--- config.mk ---
export PLATFORM = sky130hd
export DESIGN_NAME = north_buffer_reader
export DESIGN_NICKNAME = d
export VERILOG_FILES = /design/src/rtl/north_buffer_reader.sv
export SDC_FILE = /design/constraint.sdc
export NUM_CORES = 1
export LEC_CHECK = 0
export BUFFER_PORTS_ARGS = -buffer_cell sky130_fd_sc_hd__buf_2
export CAP_MARGIN = 10
export CELL_PAD_IN_SITES_DETAIL_PLACEMENT = 1
export CELL_PAD_IN_SITES_GLOBAL_PLACEMENT = 1
export CORE_ASPECT_RATIO = 1.5
export CORE_MARGIN = 4
export CORE_UTILIZATION = 45
export CTS_BUF_LIST = sky130_fd_sc_hd__clkbuf_4
export CTS_CLUSTER_SIZE = 28
export DETAILED_ROUTE_END_ITERATION = 7
export PLACE_DENSITY = 0.78
export SKIP_LAST_GASP = 1
export SLEW_MARGIN = 25
export SYNTH_ARGS = -nofsm -noshare
export SYNTH_HDL_FRONTEND = slang
export SYNTH_SLANG_ARGS = --single-unit
export TNS_END_PERCENT = 10
--- constraint.sdc ---
create_clock -name clk -period 11.8 [get_ports clk]
set_clock_uncertainty 0.15 [all_clocks]
set_input_delay 2.36 -clock clk [delete_from_list [all_inputs] [get_ports clk]]
set_output_delay 2.36 -clock clk [all_outputs]
set_load 0.02 [all_outputs]
--- src/rtl/north_buffer_reader.sv ---
// Read sequencer for the north weight buffer: streams every row num_passes times, hides the
// one-cycle RAM latency behind a 3-entry credit FIFO and presents rows on a valid/ready stream.
module north_buffer_reader #(
  parameter int unsigned WIDTH         = 16,
  parameter int unsigned NUM_CORES_B   = 1,
  parameter int unsigned TOTAL_INPUT_W = 2,
  parameter int unsigned COL_X         = 16,
  parameter int unsigned PASS_W        = 8,
  // Elements per chunk; must match the top-level chunk size.
  parameter int unsigned CHUNK_SIZE    = 4,
  localparam int unsigned MODULE_WIDTH = WIDTH * CHUNK_SIZE * NUM_CORES_B * TOTAL_INPUT_W,
  localparam int unsigned ADDR_WIDTH   = (COL_X > 1) ? $clog2(COL_X) : 1
) (
  input  logic                    clk,
  input  logic                    rst_n,
  input  logic                    start,
  input  logic [PASS_W-1:0]       num_passes,
  input  logic                    flush,
  output logic                    busy,
  output logic                    done,
  output logic                    n_rd_en,
  output logic [ADDR_WIDTH-1:0]   n_rd_addr,
  input  logic [MODULE_WIDTH-1:0] n_rd_dout,
  output logic                    out_valid,
  input  logic                    out_ready,
  output logic [MODULE_WIDTH-1:0] out_data,
  output logic                    out_row_last,
  output logic                    out_last
);

  localparam int unsigned FIFO_DEPTH = 3;
  localparam int unsigned EntryW     = MODULE_WIDTH + 2;
  localparam logic [ADDR_WIDTH-1:0] LastAddr = ADDR_WIDTH'(COL_X - 1);
  localparam logic [1:0]            LastPtr  = 2'(FIFO_DEPTH - 1);

  typedef enum logic [1:0] {StIdle, StRun, StDrain} state_e;

  state_e                state_q, state_d;
  logic [ADDR_WIDTH-1:0] addr_q, addr_d;
  logic [PASS_W-1:0]     pass_q, pass_d;
  logic [PASS_W-1:0]     passes_q, passes_d;
  logic                  pend_q, pend_row_last_q, pend_last_q;
  logic [1:0]            count_q, count_d;
  logic [1:0]            wr_ptr_q, wr_ptr_d;
  logic [1:0]            rd_ptr_q, rd_ptr_d;
  logic                  done_q, done_d;
  logic                  issue, row_end, pass_end, push, pop;
  logic [EntryW-1:0]     fifo_mem [FIFO_DEPTH];
  logic [EntryW-1:0]     head;

  // Credit: entries held plus the read in flight must leave room for this issue.
  assign issue    = (state_q == StRun) &&
                    (({1'b0, count_q} + {2'b00, pend_q}) < 3'(FIFO_DEPTH));
  assign row_end  = (addr_q == LastAddr);
  assign pass_end = (pass_q == passes_q - PASS_W'(1));
  assign push     = pend_q;
  assign head     = fifo_mem[rd_ptr_q];
  assign pop      = out_valid & out_ready;

  always_comb begin
    state_d  = state_q;
    addr_d   = addr_q;
    pass_d   = pass_q;
    passes_d = passes_q;
    done_d   = 1'b0;
    wr_ptr_d = wr_ptr_q;
    rd_ptr_d = rd_ptr_q;
    count_d  = count_q;

    if (push) wr_ptr_d = (wr_ptr_q == LastPtr) ? 2'd0 : wr_ptr_q + 2'd1;
    if (pop)  rd_ptr_d = (rd_ptr_q == LastPtr) ? 2'd0 : rd_ptr_q + 2'd1;
    unique case ({push, pop})
      2'b10:   count_d = count_q + 2'd1;
      2'b01:   count_d = count_q - 2'd1;
      default: count_d = count_q;
    endcase

    unique case (state_q)
      StIdle: begin
        if (start) begin
          if (num_passes != '0) begin
            state_d  = StRun;
            passes_d = num_passes;
            addr_d   = '0;
            pass_d   = '0;
          end else begin
            done_d = 1'b1;
          end
        end
      end
      StRun: begin
        if (issue) begin
          if (row_end) begin
            addr_d = '0;
            if (pass_end) state_d = StDrain;
            else          pass_d  = pass_q + PASS_W'(1);
          end else begin
            addr_d = addr_q + ADDR_WIDTH'(1);
          end
        end
      end
      StDrain: begin
        if (pop && head[EntryW-1]) begin
          state_d = StIdle;
          done_d  = 1'b1;
        end
      end
      default: state_d = StIdle;
    endcase

    if (flush) begin
      state_d  = StIdle;
      addr_d   = '0;
      pass_d   = '0;
      passes_d = '0;
      done_d   = 1'b0;
      wr_ptr_d = 2'd0;
      rd_ptr_d = 2'd0;
      count_d  = 2'd0;
    end
  end

  always_ff @(posedge clk or negedge rst_n) begin
    if (!rst_n) begin
      state_q         <= StIdle;
      addr_q          <= '0;
      pass_q          <= '0;
      passes_q        <= '0;
      pend_q          <= 1'b0;
      pend_row_last_q <= 1'b0;
      pend_last_q     <= 1'b0;
      count_q         <= 2'd0;
      wr_ptr_q        <= 2'd0;
      rd_ptr_q        <= 2'd0;
      done_q          <= 1'b0;
    end else begin
      state_q         <= state_d;
      addr_q          <= addr_d;
      pass_q          <= pass_d;
      passes_q        <= passes_d;
      pend_q          <= issue & ~flush;
      pend_row_last_q <= row_end;
      pend_last_q     <= row_end & pass_end;
      count_q         <= count_d;
      wr_ptr_q        <= wr_ptr_d;
      rd_ptr_q        <= rd_ptr_d;
      done_q          <= done_d;
    end
  end

  // Storage is left unreset; outputs are masked by out_valid instead.
  always_ff @(posedge clk) begin
    if (push) fifo_mem[wr_ptr_q] <= {pend_last_q, pend_row_last_q, n_rd_dout};
  end

  assign out_valid    = (count_q != 2'd0);
  assign out_data     = out_valid ? head[MODULE_WIDTH-1:0] : '0;
  assign out_row_last = out_valid & head[MODULE_WIDTH];
  assign out_last     = out_valid & head[EntryW-1];
  assign n_rd_en      = issue;
  assign n_rd_addr    = addr_q;
  assign busy         = (state_q != StIdle);
  assign done         = done_q;

endmodule

After elaboration in Yosys (flattened, before gate mapping)
Memory sizes are Yosys's and may differ from the RTL's.
Index checks and enable logic that the tools add are counted.

storage, ports and cells
  flip-flop bits (word level) = 32
  bits in latches = 0
  memory bits (writable) = 390
  ROM bits = 0
  input port bits = 141
  output and inout port bits = 138
  word-level logic and storage cells = 100
  memories kept = 1

memory list
  memory    words  bits a word  read ports  clocked after Yosys merged registers in  wr ports  RTL line  RTL
  fifo_mem  3      130          1           0                                        1         48        logic [EntryW-1:0] fifo_mem [FIFO_DEPTH];

cells by class
  $add $sub $neg = 8
  multipliers = 0
  div/mod/pow operators = 0
  magnitude comparators = 1
  equal/unequal tests = 15
  shift operators = 0
  mux-type cells = 41
  bitwise logic cells = 6
  reduce and logical (&&, ||, !) cells = 17

operators with widths
  kind                 count
  $mux 128             1
  $mux 8               10
  $mux 2               14
  $ne 3x3->1 const B   7
  $mux 4               5
  $pmux 8 s2           1
  $reduce_bool 2->1    7
  $reduce_and 6->1     2
  $add 8x1->8 const B  1
  $eq 2x2->1 const B   4
  $eq 8x8->1           1
  $pmux 4 s2           1
  $reduce_bool 8->1    1
  $sub 8x1->8 const B  1
  $add 2x1->2 const B  3
  $mux 1               6
  $pmux 2 s3           1
  $reduce_bool 3->1    2
  $and 1x1->1          5
  $add 4x1->4 const B  1
  $eq 2x1->1 const B   2
  $eq 4x4->1 const B   1
  $pmux 2 s2           1
  $reduce_and 4->1     1
  8 further kinds      9

Longest topological paths before layout
Gate-level depths: netlist of run 1.

  word-level depth = 7
  gate-level depth with buffers = 9
  gate-level depth less buffers = 9

Worst setup path before layout of run 1
No wires, ideal clock.

  path type = reg2reg
  from = register pend_q
  to = memory fifo_mem[2][0] in the netlist's numbering, enable pin
  setup time = 805 ps
  arrival time = 9922 ps
  setup slack = 924 ps
  cell stages (with the launch flop) = 3
  buffers on the path = 0
  period minus slack after synthesis = 10876 ps
  cell sequence = dfrtp_1 > inv_1 > nor3b_1

on the way
  longest elaborated chain between the ends = 2

ends and longest elaborated chain
  item                          RTL line  RTL
  start: declaration            42        logic pend_q, pend_row_last_q, pend_last_q;
  start signal: assignment      141       pend_q <= issue & ~flush;
  $mux 1                        153       if (push) fifo_mem[wr_ptr_q] <= {pend_last_q, pend_row_last_q, n_rd_dout};
  $mux 1 (not written as such)  153
  end: declaration              48

No other way between the ends.

Final worst setup path of run 1
  from = register rd_ptr_q[0]
  to = output port out_data[102]

on the way
  longest elaborated chain between the ends = 2

ends and longest elaborated chain
  item                      RTL line  RTL
  start: declaration        45        logic [1:0] rd_ptr_q, rd_ptr_d;
  start signal: assignment  146       rd_ptr_q <= rd_ptr_d;
  $mem_v2 3x130             -
  $mux 128                  157       assign out_data = out_valid ? head[MODULE_WIDTH-1:0] : '0;
  end: declaration          26        output logic [MODULE_WIDTH-1:0] out_data,

No other way between the ends.

==> reports/summary.txt, run 1 <==
Final Max Tran Viols: 0
Core Area: 0.03669 mm2
synth unique cells: 45
setup TNS: 0 ns
R2R Setup Slk: 8.82 ns
CP Buf/Inv Count: 2
warnings from Yosys: 0
synthesized net count: 1299
Final GP Congestion: 0.8041
GRT Util Overall: 0.2035
Synth top cells by count: edfxtp_1 (390), nor2_1 (275), a21oi_1 (142)
max cap viols: 0
total wire length: 41050 um
io pins: 279
Max transition margin: 0.3271
Crit path required time: 9.29 ns
first-pass GRT wire length: 62690 um
first drt pass iteration count: 5
row cnt: 86
Slew @ Worst Pin: 1.002 ns
HP Class: flip-flop to flip-flop
Synth Cell Area: 0.01664 mm2
dominant synthesized flop cell: edfxtp_1
CTS Buffer Depth: 3
Crit-path slowest cell: buf_4
die area: 0.04019 mm2
vias in the first global route: 11680
CTS clock-pin slew for the worst setup and hold paths: 0.07 ns
wire per inst: 19.97 um
DP Worst Slack: 6.651 ns
Synth top area share: 0.7037
Final Hold Fails: 0
Die X: 165.0 um
fmax: 0.1721 GHz
Async S/R FF share, synth: 0.07583
H-tree depth: 3
IR Drop Worst-Case VDD: 0.00007572 V
PwrDens: 150.3 mW/mm2
CP cell instances: buf_4 > mux2i_1 > nor2_1 > a21oi_1 > nor2_1 > buf_2
routed vias/inst: 5.196
Initial Utilization: 0.4536
clock tree from TritonCTS: done
RSZ-0062 raised after global routing: no
via count: 10680
Remaining DRCs: 0
Worst EP arrival: 3.30 ns
Final WS setup: 5.991 ns
period utilization: 0.4923
Die Y: 243.5 um
initial DRC count: 558
layout cells sized above 1: 0.2920
cell mode on critical path: nor2_1
WHS: 0.3341 ns
CTS Sinks: 422
cts bufs inserted: 95
Syn Area/Cell: 14.43 um2
Final ANT Viol Nets: 0
HPWL Detailed: 26540 um
largest delay contributor family on the critical path: buffers and inverters
most instantiated library cell after synthesis: edfxtp_1
P_leak: 7.446 nW
Cells after Synth: 1153
Final setup violation count: 0
Yosys reg bits: 422
Worst Setup Path Type: flip-flop to output pin
status: complete, no violations
delay of the slowest critical-path stage: 0.81 ns
post-cts hold buffer count: 0
initial antenna violation count: 17
largest net degree at the start of global routing: 264
input/output buffers: 278
largest fanout on the critical path: 52
Area Overhead vs Synth: 19.22%
crit end category: output pin
worst-skew pair later-pin latency: 0.75 ns
Post CTS Setup Buffer Count: 0
CTS root buf: clkbuf_4
EDFF count, synth: 390
Post-CTS Resized: 0
grt total ovfl: 0
largest area contributor in the netlist: edfxtp_1
largest cells by area after synthesis: edfxtp_1 (70%), mux2i_1 (7.9%), nor2_1 (6.2%), dfrtp_1 (4.8%), a21oi_1 (4.3%)
minimum clock period: 5.809 ns
Final nets: 1626
Startpoint Class: flip-flop
Seq/Total Area, Yosys: 0.7518
-- path summary, 6_finish.rpt --
check / start / depth (start not counted) / to
worst min-delay path: pend_last_q / 0 / fifo_mem[1][129]
worst max-delay path: rd_ptr_q[0] / 6 / out_data[102]
worst max register to register: passes_q[2] / 7 / pass_q[1]
max in group asynchronous: rst_n / 1 / rd_ptr_q[1]
min in group asynchronous: rst_n / 1 / passes_q[7]
worst min register to register: pend_last_q / 0 / fifo_mem[1][129]
-- metrics by stage --
| stage | std cells | utilization | cell area [um2] | total power [mW] |
|---|---|---|---|---|
| floorplan | 1153 | - | 16640 | 1.828 |
| global placement | 1865 | 0.5054 | 18550 | 1.898 |
| detailed placement | 1866 | 0.5062 | 18570 | 1.911 |
| CTS | 2038 | 0.5389 | 19770 | 3.024 |
| global route | 2054 | 0.5406 | 19840 | 3.129 |
| finish | 2055 | 0.5407 | 19840 | 2.982 |
-- metal layers --
layer,global-route usage,share of wire
met2,0.3838,0.58
met4,0.1102,0.042
met3,0.04434,0.046
met1,0.2016,0.34
met5,0,0.00066
-- registers in the layout (all words and copies together) (netlist names) --
signal / cells
wr_ptr_q: 2
rd_ptr_q: 2
fifo_mem: 390
state_q: 2
pend_last_q: 1
n_rd_addr: 4
done: 1
pend_q: 1
pass_q: 8
count_q: 2
passes_q: 8
pend_row_last_q: 1
-- cell type report --
| cell class | instances | area [um2] |
|---|---|---|
| fill | 3773 | 16850 |
| timing repair buffer | 293 | 1556 |
| multi-input combinational | 657 | 3877 |
| clock inverter | 33 | 156.4 |
| sequential | 422 | 12520 |
| clock buffer | 139 | 1044 |
| inverter | 11 | 41.29 |
| antenna | 16 | 40.04 |
| tap | 484 | 605.6 |
-- layout by cell type, fill, tap and decap left out, types with 3 or more instances in the layout --
cell type | netlist | routed
a21o_1 | 3 | 3
or4_1 | 3 | 3
buf_2 | 0 | 278
a32o_1 | 8 | 8
o211ai_1 | 3 | 3
buf_4 | 0 | 12
or3_1 | 3 | 3
clkbuf_4 | 0 | 139
diode_2 | 0 | 16
nor2_1 | 275 | 273
xor2_1 | 4 | 4
a21oi_1 | 142 | 142
clkinv_2 | 0 | 5
dfrtp_1 | 32 | 30
inv_1 | 10 | 10
nor3_1 | 6 | 5
inv_2 | 1 | 4
nand2_1 | 16 | 16
xnor2_1 | 6 | 6
edfxtp_1 | 390 | 390
o21ai_1 | 9 | 9
ha_1 | 5 | 5
mux2i_1 | 131 | 131
nand3_1 | 10 | 10
nand4_1 | 3 | 3
clkinv_1 | 0 | 24
o31ai_1 | 4 | 4
-- report_power, final --
| group | internal (mW) | total (mW) | leakage (nW) | switching [mW] |
|---|---|---|---|---|
| clock network | 0.564 | 1.11 | 0.724 | 0.543 |
| registers | 1.67 | 1.68 | 3.97 | 0.0132 |
| logic | 0.0703 | 0.197 | 2.76 | 0.127 |
-- logic make-up after synthesis --
group	count (synthesis)	synth area share
adders and majority gates	5	0.003759
xor gates and xnor gates	10	0.005263
muxes	132	0.07947
and+or+nand+nor	328	0.07969
buffers and inverters	74	0.01669
DFF	422	0.7518
AOI/OAI and AO/OA	182	0.06330
No activity file was read; power rests on OpenSTA's default activity.
==> run 2, diff against run 1 <==
--- a/config.mk
+++ b/config.mk
@@ -5,6 +5,7 @@
 export SDC_FILE = /design/constraint.sdc
 export NUM_CORES = 1
 export LEC_CHECK = 0
+export ABC_AREA = 1
 export BUFFER_PORTS_ARGS = -buffer_cell sky130_fd_sc_hd__buf_2
 export CAP_MARGIN = 10
 export CELL_PAD_IN_SITES_DETAIL_PLACEMENT = 1
@@ -15,7 +16,7 @@
 export CTS_BUF_LIST = sky130_fd_sc_hd__clkbuf_4
 export CTS_CLUSTER_SIZE = 28
 export DETAILED_ROUTE_END_ITERATION = 7
-export PLACE_DENSITY = 0.78
+export PLACE_DENSITY = 0.8
 export SKIP_LAST_GASP = 1
 export SLEW_MARGIN = 25
 export SYNTH_ARGS = -nofsm -noshare
==> constraint.sdc (replaced) <==
create_clock -name clk -period 6 [get_ports clk]
set_clock_uncertainty 0.15 [all_clocks]
set_input_delay 1.2 -clock clk [delete_from_list [all_inputs] [get_ports clk]]
set_output_delay 1.2 -clock clk [all_outputs]
set_load 0.02 [all_outputs]
==> run 2 against run 1 <==
Routed wire length rose by 17%. First-iteration DRC count rose by 47%. Cell count rose by 16%. Die area rose by 5.0%. Worst hold slack got worse by 0.014 ns.
==> reports/summary.txt, run 2 <==
status: complete, no violations
first drt pass iteration count: 5 (unchanged)
grt total ovfl: 0 (unchanged)
delay of the slowest critical-path stage: 0.76 ns (-0.05 ns)
IR Drop Worst-Case VDD: 0.0001833 V (+140%)
Seq/Total Area, Yosys: 0.7147 (-0.03708)
minimum clock period: 4.723 ns
row cnt: 88 (+2.3%)
Final setup violation count: 0 (unchanged)
CTS root buf: clkbuf_4
largest net degree at the start of global routing: 131 (-50%)
HPWL Detailed: 29690 um (+12%)
biggest regs: fifo_mem: 390 flops, pass_q: 8 flops, passes_q: 8 flops
PwrDens: 379.6 mW/mm2 (+150%)
Initial Utilization: 0.4556 (+0.001998)
initial DRC count: 823 (+47%)
Biggest register: fifo_mem
Final ANT Viol Nets: 0 (unchanged)
RSZ-0062 raised after global routing: no
Worst Setup Path Type: flip-flop to output pin
layout cells sized above 1: 0.2554 (-0.03652)
H-tree depth: 3 (unchanged)
Max transition margin: 0.3418 (+0.01470)
fmax: 0.2117 GHz
most instantiated library cell after synthesis: nand3_1
largest area contributor in the netlist: edfxtp_1
routed vias/inst: 5.302 (+2.1%)
Remaining DRCs: 0 (unchanged)
worst-skew pair later-pin latency: 0.74 ns (about the same)
initial antenna violation count: 17 (unchanged)
cts bufs inserted: 97 (+2.1%)
Cells after Synth: 1517 (+32%)
dominant synthesized flop cell: edfxtp_1
wire per inst: 20.02 um (+0.22%)
die area: 0.04219 mm2 (+5.0%)
max cap viols: 0 (unchanged)
Async S/R FF share, synth: 0.07583 (unchanged)
Slew @ Worst Pin: 0.9874 ns (-0.01435 ns)
largest cells by area after synthesis: edfxtp_1 (67%), nand3_1 (12%), nand2_1 (6.8%), dfrtp_1 (4.6%), inv_1 (3.5%)
Worst EP arrival: 3.37 ns (+0.07 ns)
CTS Buffer Depth: 3 (unchanged)
clock tree from TritonCTS: done
Yosys reg bits: 422 (unchanged)
synthesized net count: 1663 (+28%)
Synth Cell Area: 0.01751 mm2 (+5.2%)
Final GP Congestion: 0.8044 (about the same)
setup TNS: 0 ns (unchanged)
EDFF count, synth: 390 (unchanged)
Synth top area share: 0.6690 (-0.03470)
warnings from Yosys: 0 (unchanged)
P_leak: 8.897 nW (+19%)
Core Area: 0.03843 mm2 (+4.7%)
crit end category: output pin
design area: 0.02050 mm2 (+3.3%)
HP Class: flip-flop to flip-flop
Placed Area: 0.01932 mm2 (+4.0%)
period utilization: 0.7872
largest fanout on the critical path: 99 (+90%)
Die Y: 249.6 um (+2.5%)
Startpoint Class: flip-flop
Crit-path slowest cell: dfrtp_4
cell mode on critical path: nand3_1
post-cts hold buffer count: 0 (unchanged)
max FFs per register: 390 (unchanged)
commonest non-fill, non-tap cell in the layout: nand3_1
io pins: 279 (unchanged)
CTS Sinks: 422 (unchanged)
GRT Util Overall: 0.2189 (+0.01535)
Area Overhead vs Synth: 17.11%
Syn Area/Cell: 11.54 um2 (-20%)
Final Hold Fails: 0 (unchanged)
input/output buffers: 278 (unchanged)
Die X: 169.0 um (+2.4%)
via count: 12690 (+19%)
commonest cells after routing, fill and taps aside: nand3_1 (405), edfxtp_1 (390), nand2_1 (318)
Post CTS Setup Buffer Count: 0 (unchanged)
vias in the first global route: 13780 (+18%)
Final Max Tran Viols: 0 (unchanged)
synth unique cells: 39 (-13%)
CTS clock-pin slew for the worst setup and hold paths: 0.07 ns (about the same)
first-pass GRT wire length: 72640 um (+16%)
Final nets: 1965 (+21%)
total wire length: 47900 um (+17%)
Post-CTS Resized: 0 (unchanged)
Synth top cells by count: nand3_1 (405), edfxtp_1 (390), nand2_1 (318)
CP cell instances: inv_8 > buf_4 > nand3_1 > nand3_1 > nand2_1 > inv_1 > buf_2
Crit path required time: 4.65 ns (-4.64 ns)
## run 2: cell count changes after synthesis, moves of 6 or more
cell / change
nand3_1: +395
nand2_1: +302
nor2_1: -244
inv_1: +155
a21oi_1: -135
mux2i_1: -131
buf_2: +24
buf_1: -12
clkbuf_1: +12
o22ai_1: +9
a32o_1: -8
o21ai_2: +8
o21ai_1: -6
## run 2: cell families (layout without fill, tap and decap cells)
logic type,Yosys count,count (layout),share of synthesized area
adders and majority gates,5,5,0.003574
other,0,15,0
DFF,422,422,0.7147
buffers and inverters,260,626,0.05882
and+or+nand+nor,785,785,0.2044
AOI/OAI and AO/OA,37,37,0.01444
xor gates and xnor gates,8,8,0.004003
## run 2: path summary, 6_finish.rpt
check / from / end / slack (ns) / cells past startpoint
min in group asynchronous: rst_n / n_rd_addr[2] / 0.36 / 1
max in group asynchronous: rst_n / rd_ptr_q[1] / 4.73 / 1
min reg2reg: pend_last_q / fifo_mem[1][129] / 0.32 / 0
max: rd_ptr_q[1] / out_data[11] / 1.28 / 7
max reg2reg: rd_ptr_q[0] / state_q[0] / 2.91 / 10
min: pend_last_q / fifo_mem[1][129] / 0.32 / 0
## run 2: where the power goes
group          leakage, nW  internal, mW  total (mW)  switching [mW]
Combinational         4.24         0.633        2.22            1.58
Sequential            3.96          3.32        3.42           0.103
Clock                0.702          1.06        2.14            1.08
Total                 8.90          5.01        7.78            2.77
## run 2: critical path: cells and delay by family (launching register included)
kind,cells,cell delay (ns)
AND/OR/NAND/NOR,3,0.42
buffers and inverters,4,1.37
flip-flops,1,0.76
## run 2: cell type report
| class | count | area (um2) |
|---|---|---|
| inverters | 171 | 654.4 |
| flip-flops and latches | 422 | 12520 |
| diodes | 15 | 37.54 |
| multi-input cells | 835 | 3994 |
| well taps | 495 | 619.3 |
| repair buffers | 292 | 1534 |
| clock buffers | 139 | 1044 |
| fillers | 4248 | 17930 |
| clock inverters | 24 | 98.84 |
## run 2: layer usage
layer	GRT usage	vias up	wire (um)
li1	-	5894	-
met4	0.1153	2	2001
met5	0	-	13
met2	0.3931	384	25510
met1	0.2413	6290	17780
met3	0.04532	118	2596
## run 2: per-stage QoR
stage / utilization / worst slack [ns] / power, mW / std cells / hold slack (ns)
2_1_floorplan: - / -0.1945 / 4.899 / 1517 / 0.2875
3_3_place_gp: 0.5028 / 2.106 / 5.661 / 2215 / 0.2976
3_5_place_dp: 0.5028 / 2.030 / 5.731 / 2215 / 0.3114
4_1_cts: 0.5325 / 1.155 / 7.891 / 2378 / 0.2967
5_1_grt: 0.5334 / 0.9813 / 8.259 / 2391 / 0.3281
6_report: 0.5335 / 1.277 / 7.782 / 2393 / 0.3199
